`config.mk`:
```
export PLATFORM = sky130hd
export DESIGN_NAME = i2s_mic_array_rx_flat
export DESIGN_NICKNAME = d
export VERILOG_FILES = /design/src/rtl/i2s_mic_array_rx_if.sv /design/src/rtl/i2s_mic_array_rx.sv /design/src/flat_wrapper.sv
export SDC_FILE = /design/constraint.sdc
export NUM_CORES = 1
export LEC_CHECK = 0
export CORE_MARGIN = 5
export CORE_UTILIZATION = 41
export CTS_CLUSTER_SIZE = 10
export DETAILED_ROUTE_END_ITERATION = 6
export GPL_TIMING_DRIVEN = 0
export SLEW_MARGIN = 0
export SYNTH_ARGS = -nofsm -noshare
export SYNTH_HDL_FRONTEND = slang
export SYNTH_SLANG_ARGS = --single-unit
```
`constraint.sdc`:
```
create_clock -name clk -period 4.04 [get_ports clk]
set_input_delay 0.606 -clock clk [delete_from_list [all_inputs] [get_ports clk]]
set_output_delay 0.606 -clock clk [all_outputs]
set_load 0.02 [all_outputs]
```
`src/rtl/i2s_mic_array_rx_if.sv`:
```
// Sample-frame handshake between the mic array receiver and the xcorr consumer.
// DATA_W = NUM_LINES*2*OUT_W; each line packs {R, L} with L in the lower half.
interface i2s_mic_array_rx_if #(
  parameter int DATA_W = 128
);
  logic [DATA_W-1:0] smp_data;
  logic              smp_valid;
  logic              smp_ready;
  logic              smp_ovr;

  modport master (output smp_data, output smp_valid, output smp_ovr, input smp_ready);
  modport slave  (input smp_data, input smp_valid, input smp_ovr, output smp_ready);
endinterface

```
`src/rtl/i2s_mic_array_rx.sv`:
```
// I2S master receiver: generates mic_clk/mic_ws and deserialises NUM_LINES stereo lines.
// Define MIC_RX_OVR_EN to drop frames that arrive while one is still pending (sticky smp_ovr).
module i2s_mic_array_rx #(
  parameter int CLK_DIV   = 4,
  parameter int NUM_LINES = 4,
  parameter int SLOT_W    = 32,
  parameter int SAMPLE_W  = 24,
  parameter int OUT_W     = 16
) (
  input  logic                 clk,
  input  logic                 rst_n,
  input  logic                 en,
  input  logic [NUM_LINES-1:0] mic_da,
  output logic                 mic_clk,
  output logic                 mic_ws,
  i2s_mic_array_rx_if.master   smp
);
  localparam int DIV_W   = (CLK_DIV > 1) ? $clog2(CLK_DIV) : 1;
  localparam int CNT_W   = $clog2(2 * SLOT_W);
  localparam int FRAME_W = NUM_LINES * 2 * OUT_W;

  logic [DIV_W-1:0]   div_cnt_reg;
  logic [CNT_W-1:0]   bit_cnt_reg;
  logic [CNT_W-1:0]   bit_cnt_next;
  logic [CNT_W-1:0]   slot_idx;
  logic               mic_clk_reg;
  logic               mic_ws_reg;
  logic               div_wrap;
  logic               sample_pt;
  logic               capture;
  logic               frame_done;
  logic               accept;
  logic [FRAME_W-1:0] frame_word;
  logic [FRAME_W-1:0] smp_data_reg;
  logic               smp_valid_reg;

  assign div_wrap     = (div_cnt_reg == DIV_W'(CLK_DIV - 1));
  assign sample_pt    = en & div_wrap & mic_clk_reg;
  assign bit_cnt_next = (bit_cnt_reg == CNT_W'(2 * SLOT_W - 1)) ? '0 : bit_cnt_reg + CNT_W'(1);
  assign slot_idx     = mic_ws_reg ? bit_cnt_reg - CNT_W'(SLOT_W) : bit_cnt_reg;
  // Only the OUT_W MSBs survive truncation, so later data bits need not be shifted in.
  assign capture      = sample_pt & (slot_idx != '0) & (slot_idx <= CNT_W'(OUT_W));
  assign frame_done   = sample_pt & mic_ws_reg & (slot_idx == CNT_W'(SAMPLE_W));
  assign accept       = smp_valid_reg & smp.smp_ready;

  always_ff @(posedge clk or negedge rst_n) begin
    if (!rst_n) begin
      div_cnt_reg <= '0;
      bit_cnt_reg <= '0;
      mic_clk_reg <= 1'b0;
      mic_ws_reg  <= 1'b0;
    end else if (!en) begin
      div_cnt_reg <= '0;
      bit_cnt_reg <= '0;
      mic_clk_reg <= 1'b0;
      mic_ws_reg  <= 1'b0;
    end else if (div_wrap) begin
      div_cnt_reg <= '0;
      mic_clk_reg <= ~mic_clk_reg;
      if (mic_clk_reg) begin
        bit_cnt_reg <= bit_cnt_next;
        mic_ws_reg  <= (bit_cnt_next >= CNT_W'(SLOT_W));
      end
    end else begin
      div_cnt_reg <= div_cnt_reg + DIV_W'(1);
    end
  end

  generate
    for (genvar gi = 0; gi < NUM_LINES; gi++) begin : g_line
      logic [OUT_W-1:0] sh_l_reg;
      logic [OUT_W-1:0] sh_r_reg;
      logic [OUT_W-1:0] r_word;

      always_ff @(posedge clk or negedge rst_n) begin
        if (!rst_n) begin
          sh_l_reg <= '0;
          sh_r_reg <= '0;
        end else if (!en) begin
          sh_l_reg <= '0;
          sh_r_reg <= '0;
        end else if (capture) begin
          if (mic_ws_reg) sh_r_reg <= {sh_r_reg[OUT_W-2:0], mic_da[gi]};
          else            sh_l_reg <= {sh_l_reg[OUT_W-2:0], mic_da[gi]};
        end
      end

      // When every sample bit is kept, the last right bit arrives in the frame_done cycle.
      if (OUT_W == SAMPLE_W) begin : g_full
        assign r_word = {sh_r_reg[OUT_W-2:0], mic_da[gi]};
      end else begin : g_trunc
        assign r_word = sh_r_reg;
      end

      assign frame_word[gi*2*OUT_W +: 2*OUT_W] = {r_word, sh_l_reg};
    end
  endgenerate

`ifdef MIC_RX_OVR_EN
  logic smp_ovr_reg;

  always_ff @(posedge clk or negedge rst_n) begin
    if (!rst_n) begin
      smp_data_reg  <= '0;
      smp_valid_reg <= 1'b0;
      smp_ovr_reg   <= 1'b0;
    end else if (frame_done && smp_valid_reg && !accept) begin
      smp_ovr_reg <= 1'b1;
    end else if (frame_done) begin
      smp_data_reg  <= frame_word;
      smp_valid_reg <= 1'b1;
    end else if (accept) begin
      smp_valid_reg <= 1'b0;
    end
  end

  assign smp.smp_ovr = smp_ovr_reg;
`else
  always_ff @(posedge clk or negedge rst_n) begin
    if (!rst_n) begin
      smp_data_reg  <= '0;
      smp_valid_reg <= 1'b0;
    end else if (frame_done) begin
      smp_data_reg  <= frame_word;
      smp_valid_reg <= 1'b1;
    end else if (accept) begin
      smp_valid_reg <= 1'b0;
    end
  end

  assign smp.smp_ovr = 1'b0;
`endif

  assign mic_clk       = mic_clk_reg;
  assign mic_ws        = mic_ws_reg;
  assign smp.smp_data  = smp_data_reg;
  assign smp.smp_valid = smp_valid_reg;
endmodule

```
`src/flat_wrapper.sv`:
```
// flat-port wrapper written by rule: the top's interface ports become plain ports
module i2s_mic_array_rx_flat 
#(
  parameter int CLK_DIV   = 4,
  parameter int NUM_LINES = 4,
  parameter int SLOT_W    = 32,
  parameter int SAMPLE_W  = 24,
  parameter int OUT_W     = 16
)
  (clk, rst_n, en, mic_da, mic_clk, mic_ws, smp_smp_data, smp_smp_valid, smp_smp_ovr, smp_smp_ready);
  i2s_mic_array_rx_if #(.DATA_W(((4) * 2 * (16)))) smp_i ();
  input  logic clk;
  input  logic rst_n;
  input  logic en;
  input  logic [NUM_LINES-1:0] mic_da;
  output logic mic_clk;
  output logic mic_ws;
  output wire logic [$bits(smp_i.smp_data)-1:0] smp_smp_data;
  output wire logic [$bits(smp_i.smp_valid)-1:0] smp_smp_valid;
  output wire logic [$bits(smp_i.smp_ovr)-1:0] smp_smp_ovr;
  input wire logic [$bits(smp_i.smp_ready)-1:0] smp_smp_ready;
  assign smp_smp_data = smp_i.smp_data;
  assign smp_smp_valid = smp_i.smp_valid;
  assign smp_smp_ovr = smp_i.smp_ovr;
  assign smp_i.smp_ready = smp_smp_ready;
  i2s_mic_array_rx #(.CLK_DIV(CLK_DIV), .NUM_LINES(NUM_LINES), .SLOT_W(SLOT_W), .SAMPLE_W(SAMPLE_W), .OUT_W(OUT_W)) u_core (.clk(clk), .rst_n(rst_n), .en(en), .mic_da(mic_da), .mic_clk(mic_clk), .mic_ws(mic_ws), .smp(smp_i));
endmodule
```
==> metrics <==
Total GRT Usage 0.150; largest area contributor in the netlist dfrtp_1; nets 995; Root Driver clkbuf_16; layout cell share with drive strength beyond 1 0.180; Post-synth EDFFs 0; slew at the pin with the worst max-slew slack 0.796 ns; post-synth net total 821; via density per instance 4.81; via count 6359; status complete, no violations; Logic pwr share 0.021; clock transition at the registers of the reported paths 0.05 ns; postcts setup bufs 0; Setup violations, final 0; Residual DRC 0; sw frac 0.203; share of Yosys cell area claimed by the top area cell type 0.622; Post-Syn Instances 810; Die X 172 um; Initial DRC Count 310; Site Rows 59; RSZ-0062 raised after global routing false; clock share of power 0.470; Clock Sinks 267; Yosys warning count 0; IO Pins 140; DIE HEIGHT 172 um; GPL Wtd Cong 0.773; top post-synthesis cells by area dfrtp_1, mux2i_1, mux2_2; synthesized area 0.0107 mm2; total gr overflow 0; sequential share of the synthesized area 0.622; largest net degree at the start of global routing 120; Peak Freq 393 MHz; Worst Setup Start Kind flop; antenna diode count 0; Worst VDD drop 0.000324 V; Final TNS setup 0 ns; DIE AREA 0.0295 mm2; initial antenna violation count 0; vias in the first global route 6669; fin crit period 2.54 ns; first-pass GRT wire length 36000 um; DRT Wirelength 21500 um; core box area 0.0259 mm2; Yosys reg bits 267; critical path type reg -> reg; Port Buffer Count 138; Sequential cell area 0.00668 mm2; total power 5.27 mW; area delta synth->final 25.4%; Max clock buf depth 3; final period utilization 0.630; Detailed Routing Iterations Pass 1 4; Main synth FF type dfrtp_1; DR WL/cell 16.3 um; Synth cell types 28; filler instances 2243; most frequent cell after synthesis dfrtp_1; hpwl dp 14300 um; Crit path arrival time 2.96 ns; Flop pwr share 0.509; Power Density 391 mW/mm2; post-layout util 0.520; final-report max-slew violation count 0; Fin Clk Skew 0.0110 ns; area of the multi-input gates 0.00352 mm2; relative slew slack 0.469; Max-Cap Viols 0; synth cell count leaders dfrtp_1, nand2_1, mux2i_1; average cell area after synthesis 13.3 um2; Worst Path Required 4.45 ns; P_leak 7.00 nW; ANT nets after route 0; Sw Pwr 1.07 mW; CTS tree yes; Max Fanout on Critical Path 10; Initial Util 0.414; HP Class reg -> reg; Internal Power 4.20 mW; Post-synth ARST share 1.00; Clk Latency, worst-skew pair 0.54 ns; Largest register FFs 128; Final Hold Viols 0; CTS Buf Count 31; htree depth 1; CP endpoint kind flop
[worst max-delay path: stages, from the launching register on]
cell and delay (ns):
dfrtp_1 0.38, ha_1 0.25, nand2_1 0.21, nor2_1 0.10, nand4_1 0.13, clkbuf_1 0.56, buf_2 0.41, mux2_2 0.37
[placed cells by master, fill, tap and decap left out, drive strengths merged, types with 3 or more instances in the layout]
master	instances
buf	31
nand2	141
mux2i	128
xnor2	3
mux2	128
and2	5
clkbuf	52
dfrtp	267
clkdlybuf4s50	137
nand3	6
ha	3
inv	62
[kinds of logic after synthesis]
logic type,count (synthesis),synth area share
AOI/OAI and AO/OA,8,0.00443
xor gates and xnor gates,5,0.00408
adders and majority gates,3,0.00350
buffers and inverters,107,0.0499
DFF,267,0.622
muxes,256,0.254
other,1,0.000349
and+or+nand+nor,163,0.0619
[power groups by stage]
stage          clock network [mW]  logic (mW)  registers (mW)
2_1_floorplan                   0      0.0280            2.73
3_3_place_gp                    0       0.110            2.73
3_5_place_dp                    0       0.117            2.73
4_1_cts                      2.58       0.118            2.68
5_1_grt                      2.69       0.129            2.68
6_report                     2.48       0.111            2.68
[routing by layer]
layer / share of wire / track usage / vias up
li1: - / - / 3017
met1: 0.45 / 0.206 / 3182
met2: 0.47 / 0.242 / 132
met3: 0.069 / 0.0377 / 28
met4: 0.016 / 0.0349 / 0
met5: 0 / 0 / -
[stage by stage]
stage	std cells	setup WS, ns	cell area, um2	hold slack [ns]
global route	1323	1.30	13500	0.455
CTS	1323	1.43	13500	0.452
floorplan	810	2.16	10700	0.310
detailed placement	1285	1.20	12600	0.443
global placement	1283	-9.47	12500	0.425
finish	1323	1.50	13500	0.451
[cell type report]
cell class                      count  area share
Clock buffer                       35      0.0595
Clock inverter                      2     0.00446
Multi-Input combinational cell    436       0.261
Inverter                           62      0.0173
Sequential cell                   267       0.496
Timing Repair Buffer              141       0.108
Tap cell                          335      0.0311
Buffer                             45      0.0225
[worst paths after layout]
path / to / start / slack, ns / cells after the start
min in group asynchronous: u_core.smp.smp_data[90] / rst_n / 0.57 / 2
worst min-delay path: u_core.div_cnt_reg[0] / u_core.div_cnt_reg[0] / 0.45 / 1
max in group asynchronous: u_core.smp.smp_data[35] / rst_n / 2.09 / 4
worst max-delay path: u_core.smp.smp_data[120] / u_core.div_cnt_reg[0] / 1.50 / 7
worst min register to register: u_core.div_cnt_reg[0] / u_core.div_cnt_reg[0] / 0.45 / 1
worst max register to register: u_core.smp.smp_data[120] / u_core.div_cnt_reg[0] / 1.50 / 7
[timing repair]
item	in CTS	in global routing
resized for setup	0	0
hold endpoints to repair	51	0
hold buffers	1	0
No activity file was read; power rests on OpenSTA's default activity.
